`config.mk`:
```
export PLATFORM = sky130hd
export DESIGN_NAME = store_buffer
export DESIGN_NICKNAME = d
export VERILOG_FILES = /design/src/rtl/store_buffer.sv
export SDC_FILE = /design/constraint.sdc
export NUM_CORES = 1
export LEC_CHECK = 0
export CAP_MARGIN = 20
export CORE_MARGIN = 4
export CORE_UTILIZATION = 45
export CTS_BUF_LIST = sky130_fd_sc_hd__clkbuf_2
export CTS_CLUSTER_SIZE = 20
export DETAILED_ROUTE_END_ITERATION = 8
export HOLD_SLACK_MARGIN = 0.12
export PLACE_DENSITY = 0.68
export SYNTH_ARGS = -nofsm -noshare
export SYNTH_HDL_FRONTEND = slang
export SYNTH_SLANG_ARGS = --single-unit
```
`constraint.sdc`:
```
create_clock -name clk -period 4 [get_ports clk]
set_input_delay 0.4 -clock clk [delete_from_list [all_inputs] [get_ports clk]]
set_output_delay 0.4 -clock clk [all_outputs]
set_load 0.01 [all_outputs]
```
`src/rtl/store_buffer.sv`:
```
// Posted-write store buffer: in-order drain to data memory over req/ack,
// with combinational youngest-match forwarding to MEM-stage loads.
module store_buffer #(
  parameter int DEPTH  = 4,
  parameter int ADDR_W = 32,
  parameter int DATA_W = 32
) (
  input  logic                   clk,
  input  logic                   reset,
  input  logic                   st_valid,
  input  logic [ADDR_W-1:0]      st_addr,
  input  logic [DATA_W-1:0]      st_data,
  output logic                   st_stall,
  input  logic                   ld_valid,
  input  logic [ADDR_W-1:0]      ld_addr,
  output logic                   ld_hit,
  output logic [DATA_W-1:0]      ld_data,
  output logic                   mem_req,
  output logic [ADDR_W-1:0]      mem_addr,
  output logic [DATA_W-1:0]      mem_wdata,
  input  logic                   mem_ack,
  output logic                   full,
  output logic                   empty,
  output logic [$clog2(DEPTH):0] count
);

  localparam int PTR_W = $clog2(DEPTH);
  localparam int CNT_W = PTR_W + 1;

  localparam logic [0:0] IDLE = 1'b0;
  localparam logic [0:0] REQ  = 1'b1;

  logic [ADDR_W-1:0] addrMem [DEPTH];
  logic [DATA_W-1:0] dataMem [DEPTH];

  logic [PTR_W-1:0] wrPtr;
  logic [PTR_W-1:0] rdPtr;
  logic [CNT_W-1:0] countNext;
  logic [0:0]       state;
  logic [0:0]       stateNext;
  logic             push;
  logic             pop;

  assign full     = (count == CNT_W'(DEPTH));
  assign empty    = (count == '0);
  assign push     = st_valid & ~full;
  assign st_stall = st_valid & full;
  assign pop      = (state == REQ) & mem_ack;

  assign mem_req   = (state == REQ);
  assign mem_addr  = addrMem[rdPtr];
  assign mem_wdata = dataMem[rdPtr];

  assign countNext = count + CNT_W'(push) - CNT_W'(pop);

  always_comb begin
    stateNext = state;
    case (state)
      IDLE: if (!empty) stateNext = REQ;
      REQ:  if (mem_ack && countNext == '0) stateNext = IDLE;
      default: stateNext = IDLE;
    endcase
  end

  always_ff @(posedge clk or negedge reset) begin
    if (!reset) begin
      wrPtr <= '0;
      rdPtr <= '0;
      count <= '0;
      state <= IDLE;
    end else begin
      if (push) wrPtr <= wrPtr + 1'b1;
      if (pop)  rdPtr <= rdPtr + 1'b1;
      count <= countNext;
      state <= stateNext;
    end
  end

  // Entry storage carries no reset; validity is tracked by rdPtr/count only.
  always_ff @(posedge clk) begin
    if (push) begin
      addrMem[wrPtr] <= st_addr;
      dataMem[wrPtr] <= st_data;
    end
  end

  // Walk entries oldest to youngest so the last match seen is the youngest.
  logic [PTR_W-1:0] idx;
  always_comb begin
    ld_hit  = 1'b0;
    ld_data = '0;
    idx     = '0;
    for (int unsigned k = 0; k < DEPTH; k++) begin
      idx = rdPtr + PTR_W'(k);
      if (ld_valid && (CNT_W'(k) < count) &&
          (addrMem[idx][ADDR_W-1:2] == ld_addr[ADDR_W-1:2])) begin
        ld_hit  = 1'b1;
        ld_data = dataMem[idx];
      end
    end
  end

endmodule

```
---- After elaboration in Yosys (flattened, before gate mapping) ----
Memory sizes are Yosys's and may differ from the RTL's.
Cells that the tools add are included.
storage, ports and cells
  input port bits ......................... 101
  output and inout bits ................... 104
  word-level logic and storage cells ...... 50
  memories kept ........................... 2
  bits in read-only memories .............. 0
  bits in latches ......................... 0
  register bits after elaboration ......... 8
  memory bits (writable) .................. 256
memories
  name     depth  width  read ports  clocked after memory_dff  write ports  RTL line  RTL
  addrMem  4      32     4           0                         1            33        logic [ADDR_W-1:0] addrMem [DEPTH];
  dataMem  4      32     4           0                         1            34        logic [DATA_W-1:0] dataMem [DEPTH];
cells by class
  div/mod/pow operators ................... 0
  bitwise logic cells ..................... 5
  reduce and logical (&&, ||, !) cells .... 11
  eq/ne operators ......................... 5
  $lt $le $gt $ge ......................... 4
  shift operators ......................... 0
  mux-type cells .......................... 13
  $add $sub $neg .......................... 6
  $mul .................................... 0
operators with widths
  operator             count
  $mux 32              4
  $eq 30x30->1         4
  $logic_and 1x1->1    9
  $mux 1               8
  $logic_not 3->1      2
  $lt 1x3->1 const A   2
  $lt 2x3->1 const A   2
  $add 2x1->2 const B  2
  $add 2x2->2 const B  2
  $add 3x1->3          1
  $and 1x1->1          3
  $eq 3x3->1 const B   1
  $sub 3x1->3          1
  $not 1->1            2
  $pmux 1 s2           1

---- Longest topological paths before layout ----
  depth in word-level cells ............... 9
  gate-level depth with buffers ........... 14
  mapped depth without buffers ............ 12

---- Least setup slack after synthesis ----
No wires, ideal clock.
  kind .................................... register to output
  start ................................... reg rdPtr[1]
  end ..................................... out ld_data[1]
  data arrival time ....................... 2.993 ns
  path slack .............................. 0.607 ns
  cell stages (with the launch flop) ...... 14
  buffers on the path ..................... 6
  cells stage by stage .................... dfrtp_1 -> buf_6 -> buf_6 -> buf_6 -> buf_6 -> buf_2 -> mux2i_1 -> xor2_1 -> nand4_1 -> a2111oi_2 -> o21a_1 -> clkbuf_1 -> nand3_1 -> a311oi_1
between the ends
  longest elaborated chain between the ends .. 7
  elaborated cells on any way between the ends .. 17
  those cells by class .................... add/sub: 3; eq/ne: 4; mux: 4; reduce/logical: 4; memory: 2
RTL lines
  element                                                   RTL line  RTL
  start: declaration                                        37        logic [PTR_W-1:0] rdPtr;
  start signal: assignment                                  73        if (pop) rdPtr <= rdPtr + 1'b1;
  $add 2x1->2 / $mem_v2 4x32 (equally long branches)        -
  $mem_v2 4x32 / $eq 30x30->1 (equally long branches)       -
  $eq 30x30->1 / $logic_and 1x1->1 (equally long branches)  96, 95
  $logic_and 1x1->1 / $mux 32 (equally long branches)       95        if (ld_valid && (CNT_W'(k) < count) &&
  $mux 32 (2 in series)                                     95
  $mux 32 (*)                                               95
  end: declaration                                          17        output logic [DATA_W-1:0] ld_data,
Every way passes the cells marked *; elsewhere a longest branch is shown, timed or not.

---- Worst setup path in the final report ----
  start ................................... reg rdPtr[1]
  end ..................................... out ld_data[19]
The elaborated chain is that of the path after synthesis.

==> impl_metrics.yaml <==
run_status:
  run_status: "finished, violations left"
  violations: "negative setup slack"
synth:
  synth-edff-count: 256
  ys.flop_type: "edfxtp_1"
  netlist_area_sq_mm: 0.0179
  synth_top_area_share_pct: 42.9
  synth-seq-cells: 264
  syn_area_per_cell_sq_um: 14.1
  synth_warnings: 0
  synthTopCellsByArea: "edfxtp_1 43%, mux4_2 22%, mux2i_1 7.3%"
  syn-num-nets: 1384
  synth_top_area_cell: "edfxtp_1"
  async_flop_share_pct: 3.03
  yosysUniqueCellTypes: 65
  ys_seq_area_share_pct: 44.0
  synthCells: 1274
floorplanning:
  pin_count: 205
  start_util_pct: 46.0
  row_count: 72
  core_sq_mm: 0.0390
  die_y_um: 208
  die-area_sq_mm: 0.0431
  die_width_um: 208
setup_path:
  critPathKind: "reg2out"
  slowest_stage: "or4_4"
  critical_path.top_delay_family: "simple AND/OR/NAND/NOR gates"
  worst-path-buf-inv: 5
  worstPathRequired_ns: 3.60
  startpoint_type: "flop"
  slowest_delay_ns: 0.52
  cp.arrival_ns: 4.67
  cp-end-kind: "output port"
  crit_chain: "buf_12 -> buf_16 -> buf_8 -> mux4_2 -> xnor2_2 -> nand4_1 -> or4_4 -> a2111o_1 -> buf_6 -> nor4b_2 -> a311oi_4 -> buf_2"
  worstPathMaxFanout: 32
route:
  via_count: 15100
  totalWireLength_um: 62700
  drc: 0
  first_pass_iters: 6
  wl_per_cell_um: 25.9
  detail-route-antenna-nets: 0
  drt-vias-per-instance: 6.25
  first_iter_violations: 1602
finish:
  drive_gt1_share_pct: 45.1
  utilization_pct: 65.6
  stdcell_count: 2419
  final_nets: 1949
  nFillCells: 2789
  final_common_cell: "buf_4"
  fin_area_sq_mm: 0.0256
  final_cell_mix: "288 x buf_4, 256 x edfxtp_1, 177 x mux4_2, 160 x clkdlybuf4s50_1, 113 x mux2i_1"
  syn_to_final_growth_pct: 42.7
placed_design:
  numPortBuffers: 202
  dpl_worst_slack_ns: -0.628
  gp_congestion: 1.02
  place_inst: 2156
  place_area_sq_mm: 0.0224
  dp_hpwl_um: 41400
job:
  maxCapViolations: 0
sta:
  setup_ws_ns: -1.07
  hold_viol: 0
  fin_crit_ns: 5.07
  max_freq_mhz: 197
  tns_ns: -33.44
  clock_skew_ns: 0.0963
  setup_viol: 33
  timing.final.crit_share_pct: 127
  relSlewSlack_pct: 47.1
  whs_ns: 0.223
  rsz0062_at_grt: "yes"
  tightest_slew_ns: 0.793
  slew_viol_final: 0
clock_network:
  clk_pin_slew_ns: 0.10
  cts_buffers: 71
  h-tree-depth: 3
  clock_path_buffers: 3
  clkLatencyLatePin_ns: 1.09
  cts-root-buf: "clkbuf_2"
  cts.sinks: 264
  cts_tree: "built"
global_route:
  antenna_found_initial: 3
  grt_max_degree: 72
  track_usage_pct: 27.0
  grt.overflow.total: 0
  grt_pass1_vias: 15000
  grt_pass1_wl_um: 90400
pwr:
  p_total_mw: 17.0
  p_per_area_mw_per_mm2: 662
  peakVddDrop_uv: 516
  leakage_nw: 9.39
hold_path:
  min_path_type: "in2async"
-- repair_timing --
item                                   CTS  global route
setup buffers                           25            25
pin swaps                               11            24
resized for setup                      250           104
hold buffers                            66             0
endpoints found under the hold margin  267             0
setup endpoints to repair               67            34
cloned                                   5            11
-- worst paths after layout --
check | slack [ns] | to | start | cells after the start
setup / recovery | -1.07 | ld_data[19] | rdPtr[1] | 12
hold / removal | 0.22 | wrPtr[1] | reset | 2
setup reg to reg | 1.35 | mem_req | count[1] | 13
hold reg to reg | 0.50 | mem_req | mem_req | 1
max in group asynchronous | 3.43 | rdPtr[0] | reset | 2
min in group clk | 0.29 | wrPtr[0] | st_valid | 3
-- routing by layer --
| layer | GRT usage (%) | vias up | wire length (um) |
|---|---|---|---|
| met5 | 0 | - | 13 |
| met4 | 7.61 | 2 | 1650 |
| met2 | 43.7 | 829 | 29800 |
| met1 | 38.1 | 7674 | 25700 |
| li1 | - | 6481 | - |
| met3 | 4.75 | 135 | 5600 |
-- registers in the layout, summed over array words and instances, names as in the netlist --
register	count
wrPtr	2
dataMem	128
mem_req	1
addrMem	128
count	3
rdPtr	2
-- kinds of logic after synthesis --
logic type | synth area share (%)
DFF | 44.0
muxes | 30.6
buffers and inverters | 4.11
AOI/OAI and AO/OA | 8.86
adders and majority gates | 0.670
and+or+nand+nor | 7.58
xor gates and xnor gates | 4.25
-- power breakdown --
part / internal (mW) / switching (mW) / leakage, nW
clock: 0.808 / 1.21 / 0.511
sequential: 3.68 / 0.367 / 2.43
combinational: 5.73 / 5.16 / 6.44
total: 10.2 / 6.74 / 9.39
-- worst register-to-register path, delay by kind of cell, from the launching register on --
kind | cells | cell delay, ns
adders and majority gates | 3 | 0.85
buffers and inverters | 5 | 0.39
DFF | 1 | 0.40
muxes | 1 | 0.11
and+or+nand+nor | 4 | 0.79
-- cell type report --
cell class                      count  area (sq um)  share of cell area (%)
Multi-Input combinational cell    859         10400                    40.5
Tap cell                          518           648                    2.53
Clock buffer                       96           480                    1.88
Inverter                           22          87.6                   0.342
Clock inverter                     34           211                   0.826
Antenna cell                        5          12.5                  0.0489
Sequential cell                   264          7900                    30.8
Timing Repair Buffer              621          5900                    23.1
-- cells in the mapped netlist, types with 5 or more instances --
library cell / number
o21ai_0: 11
a21oi_1: 13
a211oi_1: 7
mux2_2: 12
clkbuf_1: 61
buf_2: 32
ha_1: 8
inv_1: 22
xnor2_1: 56
nand2_1: 52
buf_6: 10
buf_1: 11
a22oi_1: 5
nand3_1: 36
o2111ai_1: 37
a2bb2oi_1: 6
a311oi_2: 29
and2_1: 5
buf_4: 15
mux4_2: 177
nor4_1: 11
nor4b_1: 34
mux2i_1: 130
o22ai_1: 19
and3_1: 6
nand4_1: 8
nor2_1: 83
a22o_1: 8
dfrtp_1: 8
nor3_1: 11
edfxtp_1: 256
xor2_1: 31
Note: power is estimated with default switching activity, not from simulation.
